==> src/rtl/rnd_arb_pkg.sv <==
// ---------------------------------------------------------------------------
// rnd_arb_pkg
// Shared types and helpers for the random-generator share arbiter.
//   rnd_state_e : arbiter FSM state encoding (also exported for debug)
//   DEF_N_REQ   : default number of requesters
//   DEF_DATA_W  : default generator data width
//   mod_inc()   : increment modulo n, used to advance the round-robin pointer
// ---------------------------------------------------------------------------
package rnd_arb_pkg;

    localparam int DEF_N_REQ  = 4;
    localparam int DEF_DATA_W = 32;

    typedef enum logic [2:0] {
        ST_IDLE  = 3'd0,
        ST_GRANT = 3'd1,
        ST_START = 3'd2,
        ST_WAIT  = 3'd3,
        ST_RESP  = 3'd4
    } rnd_state_e;

    // (v + 1) mod n without a divider; v is always < n here.
    function automatic int mod_inc(input int v, input int n);
        return (v + 1 >= n) ? 0 : v + 1;
    endfunction

endpackage

==> src/rtl/rr_picker.sv <==
// ---------------------------------------------------------------------------
// rr_picker
// Combinational round-robin priority picker. Scans indices ptr, ptr+1, ...
// wrapping modulo N_REQ; the first asserted request wins.
// Ports:
//   req    in  N_REQ  request vector
//   ptr    in  PTR_W  index holding highest priority
//   winner out N_REQ  one-hot winner (all zero when no request)
//   valid  out 1      at least one request present
// ---------------------------------------------------------------------------
module rr_picker #(
    parameter int N_REQ = 4,
    parameter int PTR_W = 2
) (
    input  logic [N_REQ-1:0] req,
    input  logic [PTR_W-1:0] ptr,
    output logic [N_REQ-1:0] winner,
    output logic             valid
);

    logic [PTR_W-1:0] idx;

    always_comb begin
        winner = '0;
        valid  = 1'b0;
        idx    = '0;
        for (int k = 0; k < N_REQ; k++) begin
            idx = PTR_W'((int'(ptr) + k) % N_REQ);
            if (!valid && req[idx]) begin
                winner[idx] = 1'b1;
                valid       = 1'b1;
            end
        end
    end

endmodule

==> src/rtl/rnd_share_arbiter.sv <==
// ---------------------------------------------------------------------------
// rnd_share_arbiter
// Shares one random-round generator among N_REQ requesters. A requester
// holds req; the arbiter picks a winner round-robin, pulses rnd_start,
// waits for rnd_done, captures rnd_data and returns a one-cycle done with
// the data to the winner.
//
// Handshake: req is a level held until the requester sees its own done
// pulse and is sampled only in IDLE; gnt is one-hot and held from GRANT
// through RESP; done is a single-cycle pulse in RESP; rnd_start is a
// single-cycle pulse; rnd_done/rnd_data are sampled only in WAIT, so
// rnd_done at any other time is ignored.
//
// Optional feature (macro RND_TIMEOUT_EN): WAIT watchdog. After TIMEOUT_CYC
// WAIT cycles without rnd_done the transaction finishes with rsp_data=0 and
// err pulsed alongside done. Without the macro err is constant 0.
//
// Ports:
//   clk        in   1       system clock, rising edge
//   rst        in   1       synchronous active-high reset
//   req        in   N_REQ   per-requester request level
//   gnt        out  N_REQ   one-hot grant
//   done       out  N_REQ   one-cycle completion pulse to the winner
//   rsp_data   out  DATA_W  captured generator value, held until next capture
//   rnd_start  out  1       one-cycle generator start pulse
//   rnd_done   in   1       generator completion
//   rnd_data   in   DATA_W  generator result, valid with rnd_done
//   busy       out  1       high in any state other than IDLE
//   err        out  1       one-cycle timeout pulse in RESP
//   dbg_state  out  3       current FSM state (debug)
//   dbg_ptr    out  PTR_W   round-robin priority pointer (debug)
// ---------------------------------------------------------------------------
module rnd_share_arbiter
    import rnd_arb_pkg::*;
#(
    parameter int N_REQ       = DEF_N_REQ,
    parameter int DATA_W      = DEF_DATA_W,
    parameter int TIMEOUT_CYC = 64,
    localparam int PTR_W      = (N_REQ > 1) ? $clog2(N_REQ) : 1
) (
    input  logic              clk,
    input  logic              rst,
    input  logic [N_REQ-1:0]  req,
    output logic [N_REQ-1:0]  gnt,
    output logic [N_REQ-1:0]  done,
    output logic [DATA_W-1:0] rsp_data,
    output logic              rnd_start,
    input  logic              rnd_done,
    input  logic [DATA_W-1:0] rnd_data,
    output logic              busy,
    output logic              err,
    output rnd_state_e        dbg_state,
    output logic [PTR_W-1:0]  dbg_ptr
);

    rnd_state_e       state;
    logic [PTR_W-1:0] ptr;
    logic [PTR_W-1:0] win_idx;

    logic [N_REQ-1:0] pick_oh;
    logic             pick_valid;
    logic [PTR_W-1:0] pick_idx;

`ifdef RND_TIMEOUT_EN
    localparam int TO_W = $clog2(TIMEOUT_CYC + 1);
    logic [TO_W-1:0] wait_cnt;
`endif

    rr_picker #(
        .N_REQ (N_REQ),
        .PTR_W (PTR_W)
    ) u_picker (
        .req    (req),
        .ptr    (ptr),
        .winner (pick_oh),
        .valid  (pick_valid)
    );

    // Winner index, kept so the pointer can advance past it in RESP.
    always_comb begin
        pick_idx = '0;
        for (int i = 0; i < N_REQ; i++) begin
            if (pick_oh[i]) begin
                pick_idx = PTR_W'(i);
            end
        end
    end

    always_ff @(posedge clk) begin
        if (rst) begin
            state     <= ST_IDLE;
            ptr       <= '0;
            win_idx   <= '0;
            gnt       <= '0;
            done      <= '0;
            rnd_start <= 1'b0;
            busy      <= 1'b0;
            rsp_data  <= '0;
`ifdef RND_TIMEOUT_EN
            err       <= 1'b0;
            wait_cnt  <= '0;
`endif
        end else begin
            // Pulse outputs default low; set only for the one cycle they apply.
            done      <= '0;
            rnd_start <= 1'b0;
`ifdef RND_TIMEOUT_EN
            err       <= 1'b0;
`endif
            case (state)
                ST_IDLE: begin
                    if (pick_valid) begin
                        gnt     <= pick_oh;
                        win_idx <= pick_idx;
                        busy    <= 1'b1;
                        state   <= ST_GRANT;
                    end
                end
                ST_GRANT: begin
                    // One settle cycle for the requester's mux before start.
                    rnd_start <= 1'b1;
                    state     <= ST_START;
                end
                ST_START: begin
`ifdef RND_TIMEOUT_EN
                    wait_cnt <= '0;
`endif
                    state <= ST_WAIT;
                end
                ST_WAIT: begin
                    if (rnd_done) begin
                        // A real completion wins even on the terminal cycle.
                        rsp_data <= rnd_data;
                        done     <= gnt;
                        state    <= ST_RESP;
                    end
`ifdef RND_TIMEOUT_EN
                    else if (wait_cnt == TO_W'(TIMEOUT_CYC - 1)) begin
                        rsp_data <= '0;
                        done     <= gnt;
                        err      <= 1'b1;
                        state    <= ST_RESP;
                    end else begin
                        wait_cnt <= wait_cnt + 1'b1;
                    end
`endif
                end
                ST_RESP: begin
                    gnt   <= '0;
                    busy  <= 1'b0;
                    ptr   <= PTR_W'(mod_inc(int'(win_idx), N_REQ));
                    state <= ST_IDLE;
                end
                default: begin
                    gnt   <= '0;
                    busy  <= 1'b0;
                    state <= ST_IDLE;
                end
            endcase
        end
    end

`ifndef RND_TIMEOUT_EN
    assign err = 1'b0;
`endif

    assign dbg_state = state;
    assign dbg_ptr   = ptr;

endmodule

==> config.mk <==
export PLATFORM = sky130hd
export DESIGN_NAME = rnd_share_arbiter
export DESIGN_NICKNAME = d
export VERILOG_FILES = /design/src/rtl/rnd_arb_pkg.sv /design/src/rtl/rr_picker.sv /design/src/rtl/rnd_share_arbiter.sv
export SDC_FILE = /design/constraint.sdc
export NUM_CORES = 1
export LEC_CHECK = 0
export CAP_MARGIN = 40
export CORE_AREA = 8 8 59 111
export DETAILED_ROUTE_END_ITERATION = 6
export DIE_AREA = 0 0 67 119
export PLACE_DENSITY = 0.78
export SETUP_SLACK_MARGIN = 0.3
export SYNTH_ARGS = -nofsm -noshare
export SYNTH_HDL_FRONTEND = slang
export SYNTH_SLANG_ARGS = --single-unit
==> constraint.sdc <==
create_clock -name clk -period 2.97 [get_ports clk]
set_clock_uncertainty 0.1 [all_clocks]
set_input_delay 0.7425 -clock clk [delete_from_list [all_inputs] [get_ports clk]]
set_output_delay 0.7425 -clock clk [all_outputs]
set_load 0.01 [all_outputs]
==> metrics, run 1 <==
run status=finished, final reports clean; initial antenna violation count=0; All-Layer GR Usage=0.162; Die Y-Extent=119 um; fin cells=409; Req. time, crit path=3.06 ns; Post-Route Setup TNS=0 ns; Post-synth top flop=dfxtp_1; Die Footprint=7970 um2; nets=396; Routed WL=6.37 mm; endpoint kind of the worst setup timing path=flip-flop; Iter 0 DRT Violations=81; combinational share of power=0.163; Max-cap violations=0; DRC violations left=0; CTS buffer count=5; EDFF count, synth=0; global-route wire length before repair=10.2 mm; clk_lat worst skew=0.30 ns; synth-to-layout area growth=51.3%; CTS hold repair buffers=0; Fillers=432; clock share of power=0.341; Overflow after GRT=0; CTS tree=built; Initial Utilization=0.421; number of global-route vias before repair=2085; routability cong.=0.868; Reg-to-Reg Start=dbg_ptr[1]; Synth area leaders=dfxtp_1, nand2_1, a21oi_1; die width=67 um; clk slew on worst S/H paths=0.08 ns; critical path's slowest cell=a2111o_1; mapped cell area=2140 um2; Post-Syn Nets=305; placed cells=400; diode count=0; Final Util=0.637; Async S/R FF share, synth=0; fin crit share=0.910; sequential share of the synthesized area=0.457; Rows=37; min-delay worst type=reg -> reg; worst vdd ir=0.000341 V; RSZ-0062 raised after global routing=false; P_leak=1.17 nW; Mapped Cells=259; Worst Setup Start Kind=input pin; Critical Path Fanout Max=7; PwrDens=436 nW/um2; Ys Warns=0; worst slew pin tran=0.636 ns; crit path time final=2.70 ns; Avg Synthesized Cell Area=8.28 um2; layout cells sized above 1=0.0883; Final Power=1.41 mW; Longest Clk Path Bufs=2; switching power total=328 uW; Hold Path Depth=2; CP cell instances=clkdlybuf4s50_1 > buf_4 > or3b_1 > a2111o_1 > a21oi_2 > a2111oi_4 > o32ai_1; clock sink count=49; fmax=370 MHz; Sequential Power Share=0.496; HPWL Detailed=4.92 mm; Final setup viols=0; Clock Root Buffer=clkbuf_8; Detailed Routing Iterations Pass 1=4; Setup CP Type=in -> reg; internal power=1.09 mW; flop-to-flop setup slack=0.47 ns; Arrival @ worst endpoint=2.79 ns; Vias/cell=5.12; FF+latch count, synth=49; wire length per cell=15.6 um; routed via count=2093; IO Pins=87; fin. max-slew vios=0; worst r2r dst=win_idx[0]; crit-path max cell delay=0.46 ns; worst hold margin=0.356 ns; Slew HR=0.576; largest net degree at the start of global routing=34; IO Port Bufs=85; Critical Path Source=req[0]; antenna-violating nets left=0; largest area contributor in the synthesized netlist=dfxtp_1; core box area=5090 um2; post-synth cell types=43; H-tree Lvls=2; Worst R2R Path Depth=7; Yosys top cell area share=0.457; switching share of power=0.232; Final Hold Fails=0; crit path to=win_idx[0]
## synth_stat cells (all sizes together) (2+ instances only)
cell    number
nor2        10
dfxtp       49
mux4         3
nand2b       3
nor3b        3
ha           7
nand3        3
nor3         3
nand2       73
nand3b       2
inv          3
clkbuf      12
mux2         2
mux2i        2
or3b         2
or2          2
a21oi       45
o21ai        6
nor2b        2
and2         5
buf          4
a211o        2
## worst max-delay path, delay by kind of cell
family	cells	cell delay (ns)
AOI/OAI and AO/OA	4	1.06
buffers and inverters	2	0.62
and+or+nand+nor	1	0.37
## worst min path at each step
stage / startpoint / to
after global routing: rsp_data[4] / rsp_data[4]
final: rsp_data[16] / rsp_data[16]
after detailed placement: rsp_data[14] / rsp_data[14]
after global placement: rsp_data[11] / rsp_data[11]
after CTS: rsp_data[14] / rsp_data[14]
after floorplan: rsp_data[0] / rsp_data[0]
## placed cells by master, fill, tap and decap left out, drive strengths merged, types with 3 or more instances in the layout
master          n
inv             3
nand2b          3
mux4            3
nor2           10
nor3            3
nand2          73
buf            15
a21oi          45
o21ai           6
nor3b           3
dfxtp          49
and2            5
clkbuf          7
nand3           3
clkdlybuf4s50  85
ha              7
## power groups by stage
stage	Clock (mW)	Combinational [mW]	Sequential, mW
2_1_floorplan	0	0.0854	0.723
3_3_place_gp	0	0.223	0.715
3_5_place_dp	0	0.226	0.716
4_1_cts	0.504	0.227	0.701
5_1_grt	0.535	0.252	0.705
6_report	0.482	0.231	0.701
## stage by stage
step | instance area (um2) | setup WS (ns)
after floorplan | 2150 | 0.325
after global placement | 3100 | 0.0901
after detailed placement | 3100 | 0.0245
after CTS | 3220 | 0.351
after global routing | 3240 | 0.160
final | 3240 | 0.269
## per-layer routing
layer  vias to the layer above  global-route usage  routed length [um]
met2                        72               0.315                3640
met5                         -                   0                   0
met4                         0              0.0791                 194
met3                        14              0.0394                 405
li1                       1055                   -                   -
met1                       952               0.141                2120
## area by class of cell
class,instances,area (um2),area share
clock buffers,7,86.3,0.0266
clock inverters,1,30.0,0.00926
inverters,3,11.3,0.00347
multi-input cells,191,1100,0.339
flip-flops and latches,49,982,0.303
well taps,58,72.6,0.0224
repair buffers,100,963,0.297
## state kept, by name, indices dropped and copies added, names as in the netlist
register   count
rsp_data      32
done           4
gnt            4
dbg_state      3
dbg_ptr        2
win_idx        2
busy           1
rnd_start      1
## timing repair
item	4_1_cts	5_1_grt
endpoints found under the setup margin	0	2
endpoints found under the hold margin	0	0
resized for setup	0	2
setup buffers	0	1
## cell families after synthesis
group / after synthesis / share of synthesized area
and+or+nand+nor: 112 / 0.234
AOI/OAI and AO/OA: 64 / 0.172
DFF: 49 / 0.457
buffers and inverters: 19 / 0.0391
muxes: 7 / 0.0548
adders and majority gates: 7 / 0.0408
other: 1 / 0.00175
Note: power is estimated with default switching activity, not from simulation.
==> run 2: changes to the inputs <==
--- a/config.mk
+++ b/config.mk
@@ -11,6 +11,7 @@
 export DIE_AREA = 0 0 67 119
 export PLACE_DENSITY = 0.78
 export SETUP_SLACK_MARGIN = 0.3
+export SLEW_MARGIN = 20
 export SYNTH_ARGS = -nofsm -noshare
 export SYNTH_HDL_FRONTEND = slang
 export SYNTH_SLANG_ARGS = --single-unit
==> results of run 2 <==
Final layout, timing and power as in run 1 (identical DEF).
==> run 3: changes to the inputs <==
--- a/config.mk
+++ b/config.mk
@@ -9,6 +9,7 @@
 export CORE_AREA = 8 8 59 111
 export DETAILED_ROUTE_END_ITERATION = 6
 export DIE_AREA = 0 0 67 119
+export HOLD_SLACK_MARGIN = 0.02
 export PLACE_DENSITY = 0.78
 export SETUP_SLACK_MARGIN = 0.3
 export SLEW_MARGIN = 20
==> results of run 3 <==
Final layout, timing and power as in run 1 (identical DEF).
